<file path="src/rtl/shifter_iterativ.sv">
// Iterative SLL/SRA shifter: moves the operand one bit per clock under a
// Start/Done handshake, replacing a combinational barrel shifter.
`timescale 1ns/1ps

module shifter_iterativ #(
  parameter int WIDTH = 16,
  parameter int SHW   = 4
) (
  input  logic             Clock,
  input  logic             Resetn,
  input  logic             Start,
  input  logic [WIDTH-1:0] A,
  input  logic [SHW-1:0]   Shamt,
  input  logic             Drejtimi,
  output logic             Busy,
  output logic             Done,
  output logic [WIDTH-1:0] Rezultati
);

  localparam logic [1:0] S_IDLE  = 2'd0;
  localparam logic [1:0] S_SHIFT = 2'd1;
  localparam logic [1:0] S_DONE  = 2'd2;

  logic [1:0]       r_state;
  logic [SHW-1:0]   r_count;
  logic             r_mode;
  logic [WIDTH-1:0] r_data;
  logic             w_accept;

  // DONE accepts too, so a new op can start back-to-back without an IDLE cycle.
  assign w_accept = Start && ((r_state == S_IDLE) || (r_state == S_DONE));

  // NOTE: sequential state uses non-blocking assignments so every register
  // samples pre-edge values; blocking here would chain updates within one edge.
  always_ff @(posedge Clock or negedge Resetn) begin
    if (!Resetn) begin
      r_state <= S_IDLE;
      r_count <= '0;
      r_mode  <= 1'b0;
      r_data  <= '0;
    end else if (w_accept) begin
      r_data  <= A;
      r_count <= Shamt;
      r_mode  <= Drejtimi;
      r_state <= (Shamt != '0) ? S_SHIFT : S_DONE;
    end else begin
      case (r_state)
        S_SHIFT: begin
          if (r_mode) r_data <= {r_data[WIDTH-1], r_data[WIDTH-1:1]};
          else        r_data <= {r_data[WIDTH-2:0], 1'b0};
          r_count <= r_count - SHW'(1);
          if (r_count == SHW'(1)) r_state <= S_DONE;
        end
        S_DONE:  r_state <= S_IDLE;
        S_IDLE:  r_state <= S_IDLE;
        default: r_state <= S_IDLE;
      endcase
    end
  end

  // Outputs decode straight from state, so no input reaches an output combinationally.
  assign Busy      = (r_state == S_SHIFT);
  assign Done      = (r_state == S_DONE);
  assign Rezultati = r_data;

endmodule
</file>
<file path="config.mk">
export PLATFORM = sky130hd
export DESIGN_NAME = shifter_iterativ
export DESIGN_NICKNAME = d
export VERILOG_FILES = /design/src/rtl/shifter_iterativ.sv
export SDC_FILE = /design/constraint.sdc
export NUM_CORES = 1
export LEC_CHECK = 0
export CAP_MARGIN = 10
export CORE_ASPECT_RATIO = 0.9
export CORE_MARGIN = 2
export CORE_UTILIZATION = 40
export CTS_BUF_LIST = sky130_fd_sc_hd__clkbuf_8 sky130_fd_sc_hd__clkbuf_16
export DETAILED_ROUTE_END_ITERATION = 8
export PLACE_DENSITY = 0.75
export SLEW_MARGIN = 20
export SYNTH_ARGS = -nofsm -noshare
export SYNTH_HDL_FRONTEND = slang
export SYNTH_SLANG_ARGS = --single-unit
</file>
<file path="constraint.sdc">
create_clock -name Clock -period 1.6 [get_ports Clock]
set_input_delay 0.32 -clock Clock [delete_from_list [all_inputs] [get_ports Clock]]
set_output_delay 0.32 -clock Clock [all_outputs]
set_load 0.01 [all_outputs]
</file>
Yosys cells after proc, flatten, opt, wreduce, memory -nomap -nowiden
Index checks and enable logic that the tools add are counted.
{"block": "word_totals", "inputBits": 24, "reg_bits": 23}
{"block": "classes", "eq_ne": 5, "n_mux": 9, "addsub": 1, "n_reduce_logical": 6}
{"cell": "16-bit two-way mux", "count": 3}
{"cell": "2-bit two-way mux", "count": 4}
{"cell": "4-bit two-way mux", "count": 2}
{"cell": "4-bit by 1-bit == test with 1-bit output, second input constant", "count": 1}
{"cell": "4-bit nonzero test", "count": 1}
{"cell": "4-bit by 1-bit subtractor with 4-bit output, second input constant", "count": 1}
{"cell": "3-bit by 1-bit != test with 1-bit output, second input constant", "count": 1}
{"cell": "2-bit by 1-bit == test with 1-bit output, second input constant", "count": 1}
{"cell": "2-bit == test, second input constant", "count": 1}
{"cell": "2-bit logical NOT", "count": 1}
{"cell": "2-bit by 1-bit != test with 1-bit output, second input constant", "count": 1}
{"cell": "2-bit AND reduction", "count": 1}
{"cell": "2-bit nonzero test", "count": 1}
{"cell": "1-bit logical AND", "count": 1}
{"cell": "1-bit logical OR", "count": 1}

Longest topological paths before layout
{"block": "depth", "word_depth": 5, "ltp_mapped": 5}

Least setup slack after synthesis
Ideal clock, no wire load.
{"block": "synth_timing", "path_type": "flip-flop to flip-flop", "startpoint": "register r_state[0]", "endpoint": "register r_data[14] (netlist: Rezultati[14])", "period_less_slack_ns": 1.189, "setup_ns": 0.123, "slack_ns": 0.411, "n_path_buf": 2, "path_stages_with_launch": 5, "arrival_ns": 1.066, "cell_sequence": "dfrtp_1 > nand2b_1 > buf_4 > buf_6 > o221a_1"}
{"block": "synth_between", "elab_chain_cells": 4}
{"element": "start, declared", "line_no": "24", "rtl": "logic [1:0] r_state;"}
{"element": "start signal, assigned", "line_no": "45", "rtl": "r_state <= (Shamt != '0) ? S_SHIFT : S_DONE;"}
{"element": "2-bit == test / 2-bit logical NOT (equally long branches)", "line_no": "31", "rtl": "assign w_accept = Start && ((r_state == S_IDLE) || (r_state == S_DONE));"}
{"element": "1-bit logical OR", "line_no": "31"}
{"element": "1-bit logical AND", "line_no": "31"}
{"element": "16-bit two-way mux / 2-bit nonzero test (equally long branches)"}
{"element": "end signal, assigned", "line_no": "49", "rtl": "if (r_mode) r_data <= {r_data[WIDTH-1], r_data[WIDTH-1:1]};"}
{"element": "end signal, assigned", "line_no": "50", "rtl": "else r_data <= {r_data[WIDTH-2:0], 1'b0};"}
{"element": "end, declared", "line_no": "27", "rtl": "logic [WIDTH-1:0] r_data;"}
Parallel ways exist; a longest one is shown, timed or not.
A chain may end at the register's enable or synchronous reset.

Worst setup path after layout
{"block": "layout_timing", "startpoint": "register r_data[2] (netlist: Rezultati[2])", "endpoint": "output port Rezultati[2]"}
{"element": "end, declared", "line_no": "17", "rtl": "output logic [WIDTH-1:0] Rezultati"}
No word-level cell between the ends.

==> results.sh <==
export IMPL_status="complete, no violations"
export IMPL_path_buf_inv=1
export IMPL_period_share_pct=98.1
export IMPL_synth_edf_count=0
export IMPL_dr_pass1_iters=4
export IMPL_path_cells="clkdlybuf4s50_1"
export IMPL_worst_pin_slew_ns=0.571
export IMPL_synthesis_nets=138
export IMPL_rr_endpoint="Rezultati[13]$_DFFE_PN0P_"
export IMPL_max_clock_path_buffers=2
export IMPL_finish_instance_area_sq_mm=0.00180
export IMPL_clk_latency_ns=0.27
export IMPL_async_flop_share_pct=100
export IMPL_netlist_instances=112
export IMPL_netlist_area_sq_mm=0.00123
export IMPL_layout_drive_gt1_share_pct=14.5
export IMPL_grt_pass1_wl_um=5440
export IMPL_wl_per_cell_um=15.5
export IMPL_synth_top_area_share_pct=46.8
export IMPL_synthXorXnorAreaFrac_pct=0.713
export IMPL_wirelength_um=3210
export IMPL_holdWs_ns=0.404
export IMPL_grt_pass1_vias=1139
export IMPL_syn_avg_cell_area_sq_um=11.0
export IMPL_ant_nets=0
export IMPL_slew_headroom_pct=62.0
export IMPL_ys_seq_area_share_pct=46.8
export IMPL_cts_htree_levels=1
export IMPL_synth_cell_types=31
export IMPL_drtIter0Drc=30
export IMPL_ys_ff_latch=23
export IMPL_synth_simple_area_share_pct=14.7
export IMPL_slew_violations=0
export IMPL_clkTransAtPathRegs_ns=0.08
export IMPL_viasPerCell=5.15
export IMPL_cts_tree="done"
export IMPL_hold_viol_final=0
export IMPL_reg2regPathDepth=4
export IMPL_p_per_area_mw_per_mm2=2070
export IMPL_cp_required_ns=1.28
export IMPL_coreArea_sq_mm=0.00300
export IMPL_synth_compound_area_share_pct=18.1
export IMPL_area_growth_pct=46.7
export IMPL_die_area_sq_mm=0.00353
export IMPL_synthAdderAreaFrac_pct=2.04
export IMPL_yosys_mux_area_fraction_pct=12.2
export IMPL_num_rows=19
export IMPL_layout_min_cycle_time_ns=1.57
export IMPL_yosysMostFrequentCell="dfrtp_1"
export IMPL_yosysTopAreaCell="dfrtp_1"
export IMPL_cp_startpoint="Rezultati[2]$_DFFE_PN0P_"
export IMPL_synth_main_ff_cell="dfrtp_1"
export IMPL_synthTopCellsByCount="23 x dfrtp_1, 15 x mux2i_1, 14 x nand2_1, 8 x o221a_1, 7 x nor2_1"
export IMPL_root_buffer="clkbuf_8"
export IMPL_fmax_ghz=0.637
export IMPL_finalSetupTns_ns=0
export IMPL_crit_fanout=4
export IMPL_ys_top_cells_by_area="dfrtp_1 47%, mux2i_1 12%, o221a_1 7.3%, a221o_1 4.9%, nand2_1 4.3%"
export IMPL_r2r_start="r_mode$_DFFE_PN0P_"
export IMPL_hold_path_class="input pin to asynchronous set/reset pin"
export IMPL_finalSetupViolations=0
export IMPL_grt_most_used_layer="met2"
export IMPL_synth_warnings=0
export IMPL_final_nets=192
export IMPL_cts_buffers=3
export IMPL_skew_ns=0.00553
export IMPL_die_h_um=56.6
export IMPL_io_buffers=41
export IMPL_crit_arrival_ns=1.25
export IMPL_grt_overflow=0
export IMPL_critPathLaunchType="flop"
export IMPL_ios=42
export IMPL_dp_hpwl_um=2320
export IMPL_grtUsageMet3_pct=5.41
export IMPL_die_width_um=62.4
export IMPL_use_met2_pct=34.4
export IMPL_initial_core_util_pct=41.0
export IMPL_synth_top_family_by_area="compound AO/OA/AOI/OAI gates"
export IMPL_place_congestion=0.842
export IMPL_dpl_instance_area_sq_mm=0.00170
export IMPL_route_detailed_drc=0
export IMPL_cts_sinks=23
export IMPL_grtUsageTotal_pct=19.7
export IMPL_antenna_found_initial=0
export IMPL_grt_max_degree=24
export IMPL_ctsHoldBuffers=0
export IMPL_grtUsageMet1_pct=25.0
export IMPL_rsz0062_at_grt="false"
export IMPL_crit_family="buffers and inverters"
export IMPL_slowest_delay_ns=0.56
export IMPL_antenna_cells=0
export IMPL_endpoint_kind="primary output"
export IMPL_maxCapViolations=0
export IMPL_criticalPathCategory="flop to primary output"
export IMPL_vias=1067
export IMPL_cp_slowest_cell="clkdlybuf4s50_1"
export IMPL_ir_drop_uv=1080
export IMPL_leakagePower_nw=0.821
export IMPL_rrSetupSlack_ns=0.13
[area by class of cell]
class	count	area (sq um)
Tap cell	42	52.6
Sequential cell	23	577
Fill cell	272	1190
Multi-Input combinational cell	79	587
Timing Repair Buffer	56	531
Inverter	3	11.3
Clock inverter	1	3.75
Clock buffer	3	41.3
[layout by cell type, fill, tap and decap left out, types with 3 or more instances in the layout]
cell and n:
nand2_1 14, inv_1 3, a221o_1 6, o21ai_1 6, dfrtp_1 22, clkdlybuf4s50_1 35, mux2i_1 15, buf_4 15
nor2_1 7, o221a_1 8, dlymetal6s2s_1 4, clkbuf_8 3
[sequential cells by signal, indices dropped and copies added, names as in the netlist]
signal	flops
r_mode	1
r_count	4
r_state	2
Rezultati	16
[report_power, final]
group / internal, mW / switching (mW) / leakage, nW
clock: 0.172 / 0.192 / 0.0269
sequential: 0.887 / 0.346 / 0.273
combinational: 1.20 / 0.928 / 0.521
total: 2.26 / 1.47 / 0.821
[through the flow]
step | power, mW | std cells | utilization (%) | setup WS (ns)
2_1_floorplan | 2.45 | 112 | - | 0.411
3_3_place_gp | 3.21 | 197 | 56.9 | 0.0484
3_5_place_dp | 3.29 | 197 | 56.9 | 0.0260
4_1_cts | 3.67 | 201 | 58.4 | 0.0108
5_1_grt | 4.01 | 207 | 60.2 | 0.00338
6_report | 3.73 | 207 | 60.2 | 0.0306
[layer usage]
layer	routed length, um	vias to the layer above
met5	0	-
met4	19	0
met3	138	3
met2	1590	28
met1	1460	517
li1	-	519
[how the worst max path moves through the flow]
stage                                 to  slack (ns)  cells past startpoint
6_report                    Rezultati[2]        0.03                      1
5_1_grt                     Rezultati[5]       0.003                      1
4_1_cts                     Rezultati[6]        0.01                      1
3_5_place_dp    Rezultati[0]$_DFFE_PN0P_        0.03                      4
3_3_place_gp    Rezultati[0]$_DFFE_PN0P_        0.05                      4
2_1_floorplan  Rezultati[14]$_DFFE_PN0P_        0.41                      4
[timing repair]
| action | 4_1_cts | 5_1_grt |
|---|---|---|
| endpoints found under the setup margin | 2 | 7 |
| cloned | 0 | 0 |
| resized for setup | 3 | 4 |
| hold endpoints to repair | 0 | 0 |
| setup buffers | 0 | 6 |
[logic make-up (layout without fill, tap and decap cells)]
| group | after synthesis | in the layout |
|---|---|---|
| buf+inv | 10 | 63 |
| flops | 23 | 23 |
| mux | 15 | 15 |
| compound gates | 26 | 26 |
| fa+ha+maj | 2 | 2 |
| xor+xnor | 1 | 1 |
| simple gates | 35 | 35 |
No activity file was read; power rests on OpenSTA's default activity.
